===== src/rtl/div_unit_pkg.sv =====
// Shared types and constants for the iterative divider.
package div_unit_pkg;

  localparam int DIV_WIDTH = 32;
  localparam int DIV_CNT_W = 6;

  typedef enum logic [1:0] {
    ST_IDLE = 2'd0,
    ST_CALC = 2'd1,
    ST_FIX  = 2'd2,
    ST_DONE = 2'd3
  } state_e;

  localparam logic [DIV_WIDTH-1:0] DBZ_QUOT = '1;

endpackage


===== src/rtl/div_unit_if.sv =====
// Start/Busy/Done handshake between the control unit (master) and the divider (slave).
interface div_unit_if
  import div_unit_pkg::*;
#(
  parameter int WIDTH = DIV_WIDTH
) ();

  logic             Start;
  logic             Signed;
  logic [WIDTH-1:0] A;
  logic [WIDTH-1:0] B;
  logic             Busy;
  logic             Done;
  logic [WIDTH-1:0] Quotient;
  logic [WIDTH-1:0] Remainder;
  logic             DivByZero;

  modport master (
    output Start, Signed, A, B,
    input  Busy, Done, Quotient, Remainder, DivByZero
  );

  modport slave (
    input  Start, Signed, A, B,
    output Busy, Done, Quotient, Remainder, DivByZero
  );

endinterface


===== src/rtl/div_step.sv =====
// One restoring shift-subtract iteration: shift the next dividend bit into the
// partial remainder and subtract |B| when it fits.
module div_step #(
  parameter int WIDTH = 32
) (
  input  logic [WIDTH-1:0] rem_i,
  input  logic             dvd_msb_i,
  input  logic [WIDTH-1:0] bmag_i,
  output logic [WIDTH-1:0] rem_o,
  output logic             q_bit_o
);

  logic [WIDTH:0] diff;

  // The shifted remainder needs WIDTH+1 bits; the top bit of the difference is the borrow.
  always_comb begin
    diff    = {rem_i, dvd_msb_i} - {1'b0, bmag_i};
    q_bit_o = ~diff[WIDTH];
    rem_o   = q_bit_o ? diff[WIDTH-1:0] : {rem_i[WIDTH-2:0], dvd_msb_i};
  end

endmodule


===== src/rtl/div_unit.sv =====
// Multi-cycle DIV/DIVU unit: magnitude load, WIDTH restoring steps, sign fix-up,
// one-cycle Done pulse. Results are held until the next division completes.
module div_unit
  import div_unit_pkg::*;
#(
  parameter int WIDTH = DIV_WIDTH,
  parameter int CNT_W = DIV_CNT_W
) (
  input logic        clk,
  input logic        rst_n,
  div_unit_if.slave  bus
);

  state_e           state_q, state_d;
  logic             busy_q, busy_d;
  logic             done_q, done_d;
  logic             dbz_q, dbz_d;
  logic             neg_quo_q, neg_quo_d;
  logic             neg_rem_q, neg_rem_d;
  logic [WIDTH-1:0] quo_q, quo_d;
  logic [WIDTH-1:0] rem_out_q, rem_out_d;
  logic [WIDTH-1:0] dvd_q, dvd_d;
  logic [WIDTH-1:0] prem_q, prem_d;
  logic [WIDTH-1:0] bmag_q, bmag_d;
  logic [CNT_W-1:0] cnt_q, cnt_d;

  logic [WIDTH-1:0] a_mag, b_mag, step_rem;
  logic             step_bit;

  div_step #(.WIDTH(WIDTH)) u_step (
    .rem_i     (prem_q),
    .dvd_msb_i (dvd_q[WIDTH-1]),
    .bmag_i    (bmag_q),
    .rem_o     (step_rem),
    .q_bit_o   (step_bit)
  );

  always_comb begin
    // NOTE: every _d signal gets a default first, so no path through this block can infer a latch.
    state_d   = state_q;
    busy_d    = busy_q;
    done_d    = 1'b0;
    dbz_d     = dbz_q;
    neg_quo_d = neg_quo_q;
    neg_rem_d = neg_rem_q;
    quo_d     = quo_q;
    rem_out_d = rem_out_q;
    dvd_d     = dvd_q;
    prem_d    = prem_q;
    bmag_d    = bmag_q;
    cnt_d     = cnt_q;

    a_mag = (bus.Signed && bus.A[WIDTH-1]) ? -bus.A : bus.A;
    b_mag = (bus.Signed && bus.B[WIDTH-1]) ? -bus.B : bus.B;

    case (state_q)
      ST_IDLE: begin
        if (bus.Start) begin
          busy_d    = 1'b1;
          dbz_d     = 1'b0;
          cnt_d     = '0;
          prem_d    = '0;
          neg_quo_d = bus.Signed && (bus.A[WIDTH-1] ^ bus.B[WIDTH-1]);
          neg_rem_d = bus.Signed && bus.A[WIDTH-1];
          // A zero divisor skips the iterations; bmag_q==0 marks it and dvd_q keeps raw A.
          if (bus.B == '0) begin
            dvd_d   = bus.A;
            bmag_d  = '0;
            state_d = ST_FIX;
          end else begin
            dvd_d   = a_mag;
            bmag_d  = b_mag;
            state_d = ST_CALC;
          end
        end
      end

      ST_CALC: begin
        prem_d = step_rem;
        dvd_d  = {dvd_q[WIDTH-2:0], step_bit};
        cnt_d  = cnt_q + CNT_W'(1);
        if (cnt_q == CNT_W'(WIDTH - 1)) state_d = ST_FIX;
      end

      ST_FIX: begin
        if (bmag_q == '0) begin
          quo_d     = WIDTH'(DBZ_QUOT);
          rem_out_d = dvd_q;
          dbz_d     = 1'b1;
        end else begin
          quo_d     = neg_quo_q ? -dvd_q  : dvd_q;
          rem_out_d = neg_rem_q ? -prem_q : prem_q;
        end
        busy_d  = 1'b0;
        done_d  = 1'b1;
        state_d = ST_DONE;
      end

      ST_DONE: state_d = ST_IDLE;

      default: state_d = ST_IDLE;
    endcase
  end

  always_ff @(posedge clk) begin
    // NOTE: sequential state uses non-blocking assignments so every flop samples pre-edge values.
    if (!rst_n) begin
      state_q   <= ST_IDLE;
      busy_q    <= 1'b0;
      done_q    <= 1'b0;
      dbz_q     <= 1'b0;
      neg_quo_q <= 1'b0;
      neg_rem_q <= 1'b0;
      quo_q     <= '0;
      rem_out_q <= '0;
      dvd_q     <= '0;
      prem_q    <= '0;
      bmag_q    <= '0;
      cnt_q     <= '0;
    end else begin
      state_q   <= state_d;
      busy_q    <= busy_d;
      done_q    <= done_d;
      dbz_q     <= dbz_d;
      neg_quo_q <= neg_quo_d;
      neg_rem_q <= neg_rem_d;
      quo_q     <= quo_d;
      rem_out_q <= rem_out_d;
      dvd_q     <= dvd_d;
      prem_q    <= prem_d;
      bmag_q    <= bmag_d;
      cnt_q     <= cnt_d;
    end
  end

  assign bus.Busy      = busy_q;
  assign bus.Done      = done_q;
  assign bus.Quotient  = quo_q;
  assign bus.Remainder = rem_out_q;
  assign bus.DivByZero = dbz_q;

endmodule


===== src/flat_wrapper.sv =====
// flat-port wrapper written by rule: the top's interface ports become plain ports
module div_unit_flat import div_unit_pkg::*;
#(
  parameter int WIDTH = DIV_WIDTH,
  parameter int CNT_W = DIV_CNT_W
)
  (clk, rst_n, bus_Start, bus_Signed, bus_A, bus_B, bus_Busy, bus_Done, bus_Quotient, bus_Remainder, bus_DivByZero);
  div_unit_if #(.WIDTH(WIDTH)) bus_i ();
  input logic clk;
  input logic rst_n;
  input wire logic [$bits(bus_i.Start)-1:0] bus_Start;
  input wire logic [$bits(bus_i.Signed)-1:0] bus_Signed;
  input wire logic [$bits(bus_i.A)-1:0] bus_A;
  input wire logic [$bits(bus_i.B)-1:0] bus_B;
  output wire logic [$bits(bus_i.Busy)-1:0] bus_Busy;
  output wire logic [$bits(bus_i.Done)-1:0] bus_Done;
  output wire logic [$bits(bus_i.Quotient)-1:0] bus_Quotient;
  output wire logic [$bits(bus_i.Remainder)-1:0] bus_Remainder;
  output wire logic [$bits(bus_i.DivByZero)-1:0] bus_DivByZero;
  assign bus_i.Start = bus_Start;
  assign bus_i.Signed = bus_Signed;
  assign bus_i.A = bus_A;
  assign bus_i.B = bus_B;
  assign bus_Busy = bus_i.Busy;
  assign bus_Done = bus_i.Done;
  assign bus_Quotient = bus_i.Quotient;
  assign bus_Remainder = bus_i.Remainder;
  assign bus_DivByZero = bus_i.DivByZero;
  div_unit #(.WIDTH(WIDTH), .CNT_W(CNT_W)) u_core (.clk(clk), .rst_n(rst_n), .bus(bus_i));
endmodule

===== config.mk =====
export PLATFORM = sky130hd
export DESIGN_NAME = div_unit_flat
export DESIGN_NICKNAME = d
export VERILOG_FILES = /design/src/rtl/div_unit_pkg.sv /design/src/rtl/div_unit_if.sv /design/src/rtl/div_step.sv /design/src/rtl/div_unit.sv /design/src/flat_wrapper.sv
export SDC_FILE = /design/constraint.sdc
export NUM_CORES = 1
export LEC_CHECK = 0
export ABC_AREA = 1
export BUFFER_PORTS_ARGS = -buffer_cell sky130_fd_sc_hd__buf_4
export CORE_MARGIN = 2
export CORE_UTILIZATION = 30
export CTS_BUF_LIST = sky130_fd_sc_hd__clkbuf_4
export DETAILED_ROUTE_END_ITERATION = 12
export PLACE_DENSITY = 0.46
export SETUP_SLACK_MARGIN = 0.3
export SLEW_MARGIN = 15
export SYNTH_ARGS = -nofsm -noshare
export SYNTH_HDL_FRONTEND = slang
export SYNTH_SLANG_ARGS = --single-unit

===== constraint.sdc =====
create_clock -name clk -period 2.55 [get_ports clk]
set_clock_uncertainty 0.15 [all_clocks]
set_input_delay 0.255 -clock clk [delete_from_list [all_inputs] [get_ports clk]]
set_output_delay 0.255 -clock clk [all_outputs]
set_load 0.05 [all_outputs]

==> impl_metrics.ini, run 1 <==
[status]
outcome = complete, no violations

[grt]
grtUsageTotal = 0.236
grt_overflow_total = 0
antenna_found_initial = 1
grt_start_max_net_pins = 54
grt_pass1_vias = 15003
grt_pass1_wl_mm = 86.4

[synth]
synth_simple_gate_area_share = 0.410
syn_inst = 2329
synth-compound-area-share = 0.151
synth.avg_cell_area_um2 = 5.90
ys_types = 53
synthMuxAreaShare = 0
synth_top_family_by_area = simple AND/OR/NAND/NOR gates
ys_seq_area_frac = 0.252
synth_adder_area_share = 0.0379
yosysWarnings = 0
synth_xor_area_frac = 0.0255
synth_nets = 2438
synth_seq_cells = 173
syn_area_mm2 = 0.0137

[detailed_routing]
via_per_inst = 4.90
num_vias = 15799
postRouteAntennaNets = 0
firstDrtPassIters = 6
wl_per_cell_um = 17.7
finalWirelength_mm = 57.2
drc = 0
drtIter0Drc = 1025

[worst_setup_path]
rrSetupSlack_ns = 0.07
reg2reg_from = u_core.dvd_q[31]
worstPathRequired_ns = 2.95
r2r.worst_path.cells = 18
path_cells = inv_2 > ha_4 > fa_2 > inv_2 > nand2_2 > nand2_2 > nand3_2 > nand2_4 > nand2_4 > nand2_4 > nand2_8 > nand2_8 > nand2_8 > buf_12 > nand2_8 > nand2_2 > nand3_1 > a21oi_1
cp.depth = 18
critPathSlowestCell = fa_2
crit_end = u_core.prem_q[31]
cp-end-kind = flip-flop
critPathLaunchType = flip-flop
crit_family = simple AND/OR/NAND/NOR gates
cpPeakStageDelay_ns = 0.40
cp.arrival_ns = 2.89
critPathMaxFanout = 5
r2r-end = u_core.prem_q[31]
cp_common_cell = nand2_8
path_class = reg2reg
critPathLaunch = u_core.dvd_q[31]
crit_buf_inv = 3

[die]
core_mm2 = 0.0453
io_pins = 135
row_count = 78
floorplan.initialDensity = 0.304
dieArea_mm2 = 0.0476
fp.dieH_um = 218
die_w_um = 218

[final_layout]
fin_area_mm2 = 0.0182
final_nets = 2717
layout-drive-gt1-share = 0.216
fillers = 5024
area_growth_pct = 32.3

[placement]
pre_cts_slack_ns = -0.0751
gp_congestion = 0.928
detailed_place_hpwl_mm = 44.8
postPlaceCellArea_mm2 = 0.0161
portBuffers = 134

[timing]
rsz0062_at_grt = yes
worstMarginPinSlew_ns = 0.672
tns_ns = 0
setup_violations = 0
period_share = 0.974
fmax_ghz = 0.403
slew_violations = 0
fin_crit_ns = 2.48
fin_ws_ns = 0.0656
relSlewSlack = 0.552
hold_viol_final = 0

[clock_network]
cts_buffer_depth = 2
cts.sink_count = 173
numCtsBuffers = 17
htreeDepth = 4
cts_tree = done
cts_root_buf = clkbuf_4
insertion_delay_ns = 0.66
clkTransAtPathRegs_ns = 0.16

[hold_path]
hp-class = in2reg

[flow_run]
cap_viol_max_count = 0
-- registers in the layout, summed over array words and instances, names as in the netlist --
signal	cells
u_core.bus.Quotient	32
u_core.bus.Busy	1
u_core.neg_quo_q	1
u_core.state_q	2
u_core.bmag_q	32
u_core.bus.Done	1
u_core.neg_rem_q	1
u_core.bus.DivByZero	1
u_core.cnt_q	6
u_core.dvd_q	32
u_core.prem_q	32
u_core.bus.Remainder	32
-- synthesized netlist by cell type (all sizes together) --
library cell / number / area share
a21o: 1 / 0.00055
o21a: 2 / 0.0011
o22ai: 9 / 0.0041
nand2: 705 / 0.20
nor4: 14 / 0.0064
clkbuf: 64 / 0.018
or2: 3 / 0.0014
a31oi: 23 / 0.010
nor2: 202 / 0.058
ha: 40 / 0.036
o21bai: 6 / 0.0033
nand4: 27 / 0.012
a21oi: 210 / 0.082
a221oi: 1 / 0.00064
nand3b: 25 / 0.014
nor3b: 1 / 0.00055
o31ai: 2 / 0.0011
nand3: 255 / 0.10
fa: 1 / 0.0015
xor2: 33 / 0.021
clkinv: 3 / 0.00082
and3: 3 / 0.0014
xnor2: 7 / 0.0045
o211ai: 15 / 0.0082
a211oi: 2 / 0.0011
dfxtp: 173 / 0.25
buf: 21 / 0.011
o21ai: 104 / 0.038
and2: 4 / 0.0018
o2111ai: 1 / 0.00064
inv: 341 / 0.093
nor3: 31 / 0.012
-- cells in the final DEF, fill, tap and decap left out, types with 11 or more instances in the layout --
cell type,instances
a21oi_1,185
a21oi_2,22
a31oi_1,23
buf_12,15
buf_4,249
clkbuf_4,17
dfxtp_1,143
dfxtp_2,25
dlygate4sd3_1,74
ha_1,15
ha_2,11
ha_4,14
inv_1,315
inv_2,23
nand2_1,643
nand2_2,47
nand3_1,205
nand3_2,46
nand3b_1,25
nand4_1,27
nor2_1,174
nor2_2,18
nor3_1,21
nor4_1,11
o211ai_1,15
o21ai_0,88
o21ai_1,14
xor2_1,33
-- worst min-delay path, cell delays in order --
cell     delay [ns]
buf_4          0.11
nand2_1        0.08
inv_1          0.07
o21ai_0        0.11
a21oi_1        0.21
-- worst min-delay path by stage --
stage                     cells after the start        startpoint  slack, ns               end
after floorplan                               2          bus_B[0]       0.25  u_core.bmag_q[0]
after global placement                        2  u_core.dvd_q[16]       0.31  u_core.dvd_q[16]
after detailed placement                      2  u_core.dvd_q[16]       0.31  u_core.dvd_q[16]
after CTS                                     5        bus_Signed       0.04  u_core.neg_rem_q
after global routing                          5        bus_Signed       0.07  u_core.neg_rem_q
final                                         5        bus_Signed       0.09  u_core.neg_rem_q
-- metal layers --
metal	vias to the layer above	GRT usage	wire length [um]
met5	-	0	0
met3	41	0.0202	2190
met1	7353	0.323	27100
met4	0	0.0580	926
met2	327	0.397	27000
li1	8078	-	-
-- layout make-up --
type | instances | area [um^2] | share of cell area
Inverter | 344 | 1300 | 0.0715
Sequential cell | 173 | 3510 | 0.193
Tap cell | 600 | 751 | 0.0413
Multi-Input combinational cell | 1729 | 9370 | 0.515
Clock inverter | 15 | 136 | 0.00750
Antenna cell | 1 | 2.50 | 0.000138
Timing Repair Buffer | 343 | 2990 | 0.164
Clock buffer | 17 | 128 | 0.00702
-- logic make-up (layout without fill, tap and decap cells) --
logic type / count (synthesis) / count (layout)
buf+inv: 429 / 719
fa+ha+maj: 41 / 41
flops: 173 / 173
xor+xnor: 40 / 40
compound gates: 376 / 376
other cells: 0 / 1
simple gates: 1270 / 1272
-- per-stage QoR --
stage	hold WS [ns]	std cells	utilization
floorplan	0.250	2329	-
global placement	0.306	3082	0.355
detailed placement	0.309	3082	0.355
finish	0.0884	3222	0.402
global route	0.0665	3222	0.402
CTS	0.0437	3207	0.386
-- what timing repair did --
| action | CTS | global route |
|---|---|---|
| gates cloned | 3 | 0 |
| hold endpoints to repair | 93 | 0 |
| setup endpoints to repair | 62 | 98 |
| setup buffers | 14 | 16 |
| resized for setup | 52 | 160 |
| pin swaps | 21 | 32 |
| hold buffers | 76 | 0 |
Power of run 1 is not shown: default switching activity piles up to over one toggle a cycle in this logic, so the estimate is an artifact.
==> run 2: changes to the inputs <==
--- a/config.mk
+++ b/config.mk
@@ -16,4 +16,5 @@
 export SLEW_MARGIN = 15
 export SYNTH_ARGS = -nofsm -noshare
 export SYNTH_HDL_FRONTEND = slang
+export SYNTH_HIERARCHICAL = 1
 export SYNTH_SLANG_ARGS = --single-unit
==> run 2 against run 1 <==
  * First-iteration DRC count increased by 0.68%
  * Worst hold slack lost 0.041 ns
  * Wire length grew 0.61%
  * The run now ends with negative setup slack left
  * Via count increased by 4.3%
  * Critical endpoint is now u_core/prem_q[26]
==> impl_metrics.ini, run 2 <==
[timing]
rsz0062_at_grt = yes
fin_ws_ns = -0.0231
slew_violations = 0
fin_crit_ns = 2.57
tns_ns = -0.0764
holdWs_ns = 0.0476
setup_violations = 7
fmax_ghz = 0.389
hold_viol_final = 0
worstMarginPinSlew_ns = 0.694
period_share = 1.01
relSlewSlack = 0.537

[worst_setup_path]
cp_common_cell = buf_4
crit_buf_inv = 6
cp.arrival_ns = 3.00
critPathLaunchType = flip-flop
rrSetupSlack_ns = -0.02
cpPeakStageDelay_ns = 0.37
reg2reg_from = u_core/dvd_q[31]
cp-end-kind = flip-flop
critPathMaxFanout = 3
r2r.worst_path.cells = 18
path_cells = inv_2 > ha_4 > fa_2 > inv_2 > buf_4 > buf_4 > buf_4 > buf_4 > nand3_1 > nand3_4 > nand2_1 > nand3_1 > nand2_1 > nand2_2 > nand2_4 > nand2_2 > nand3_2 > a21oi_2
critPathSlowestCell = dfxtp_2
worstPathRequired_ns = 2.97
r2r-end = u_core/prem_q[26]
crit_family = simple AND/OR/NAND/NOR gates
path_class = reg2reg

[synth]
ys_types = 49
synth.avg_cell_area_um2 = 5.76
post-synth-top-count-cell = nand2_1
synth_area_leaders = dfxtp_1, nand2_1, inv_1
syn_area_mm2 = 0.0140
syn_inst = 2422
synth_edf_count = 0
ys_seq_area_frac = 0.248
synth-async-reset-ratio = 0
synthFlopType = dfxtp_1
synth_common_cells = nand2_1, inv_1, a21oi_1
synth_nets = 2531
synth_seq_cells = 173
synth.top_cell.area_share = 0.248
yosys.area.top_type = dfxtp_1
yosysWarnings = 6

[grt]
grt-busiest-layer = met2
grt_overflow_total = 0
antenna_found_initial = 1
gr-usage-met2 = 0.419
grt_pass1_wl_mm = 87.5
met3_usage = 0.0254
met1_usage = 0.296
grtUsageTotal = 0.235
grt_pass1_vias = 15524
grt_start_max_net_pins = 58

[power_and_ir_drop]
ir_drop_mv = 1.12
finalPower_mw = 30.8
p_per_area_mw_per_mm2 = 1660
leakage_nw = 8.97

[die]
row_count = 79
core_mm2 = 0.0463
fp.dieH_um = 220
dieArea_mm2 = 0.0482
floorplan.initialDensity = 0.302
die_w_um = 220
io_pins = 135

[hold_path]
hold_depth = 5
min_to = u_core/bmag_q[1]
min_from = bus_B[0]
hp-class = in2reg

[clock_network]
clkTransAtPathRegs_ns = 0.16
insertion_delay_ns = 0.65
cts_buffer_depth = 2
cts_tree = done
htreeDepth = 4
cts.sink_count = 173
numCtsBuffers = 17
cts_root_buf = clkbuf_4

[final_layout]
layout-drive-gt1-share = 0.201
fin_util = 0.400
final_common_cell = nand2_1
area_growth_pct = 32.5
final_nets = 2831
layout_common_cells = nand2_1, inv_1, buf_4
fillers = 5075

[detailed_routing]
finalWirelength_mm = 57.5
firstDrtPassIters = 5
postRouteAntennaNets = 0
drc = 0
wl_per_cell_um = 17.2
via_per_inst = 4.93
drtIter0Drc = 1032
num_vias = 16472

[status]
violations = negative setup slack
outcome = complete, but fails checks

[placement]
detailed_place_hpwl_mm = 45.0
portBuffers = 134
gp_congestion = 0.922

[flow_run]
cap_viol_max_count = 0
==> run 2: logic make-up after synthesis <==
family,share of synthesized area
AND/OR/NAND/NOR,0.414
buffers and inverters,0.123
AO/OA/AOI/OAI,0.140
flip-flops,0.248
XOR/XNOR,0.0377
adder cells (fa/ha/maj),0.0373
==> run 2: layout make-up <==
type | count | area [um^2] | area share
Inverter | 334 | 1260 | 0.0684
Tap cell | 607 | 759 | 0.0411
Sequential cell | 173 | 3500 | 0.189
Antenna cell | 1 | 2.50 | 0.000135
Timing Repair Buffer | 373 | 3270 | 0.177
Clock inverter | 14 | 116 | 0.00629
Clock buffer | 17 | 128 | 0.00690
Multi-Input combinational cell | 1823 | 9440 | 0.511
==> run 2: worst max-delay path by stage <==
stage                                 start                 to  slack (ns)  cells after the start
after floorplan            u_core/dvd_q[31]   u_core/prem_q[4]        0.26                     19
after global routing       u_core/dvd_q[31]  u_core/prem_q[31]       -0.16                     21
after CTS                  u_core/dvd_q[31]  u_core/prem_q[15]        0.01                     21
final                      u_core/dvd_q[31]  u_core/prem_q[26]       -0.02                     18
after global placement    u_core/bmag_q[14]  u_core/prem_q[20]       -0.18                     14
after detailed placement  u_core/bmag_q[14]  u_core/prem_q[28]       -0.15                     15
==> run 2: tightest hold or removal path, stage by stage <==
cell	delay, ns
buf_4	0.12
inv_2	0.05
ha_2	0.15
o211ai_1	0.10
a21oi_1	0.12
==> run 2: what timing repair did <==
| action | 4_1_cts | 5_1_grt |
|---|---|---|
| buffers inserted | 18 | 22 |
| endpoints found under the hold margin | 95 | 1 |
| endpoints found under the setup margin | 44 | 79 |
| gates resized for setup | 94 | 92 |
| gates cloned | 3 | 2 |
| pin swaps | 18 | 39 |
| hold buffers | 73 | 1 |
==> run 2: metrics by stage <==
stage	instance area [um^2]	cells	setup slack (ns)
after floorplan	14000	2422	0.256
after global placement	16300	3192	-0.181
after detailed placement	16300	3192	-0.151
after CTS	18000	3317	0.0128
after global routing	18500	3342	-0.159
final	18500	3342	-0.0231
==> run 2: per-layer routing <==
| metal | vias to the layer above | wire [um] |
|---|---|---|
| met3 | 53 | 2110 |
| met2 | 373 | 28600 |
| met5 | - | 0 |
| li1 | 8330 | - |
| met1 | 7716 | 25200 |
| met4 | 0 | 1560 |
==> run 2: report_power, final <==
part,switching [mW],internal (mW)
clock network,1.15,0.404
logic,15.0,10.1
registers,0.712,3.47
(Power assumes the default switching activity.)
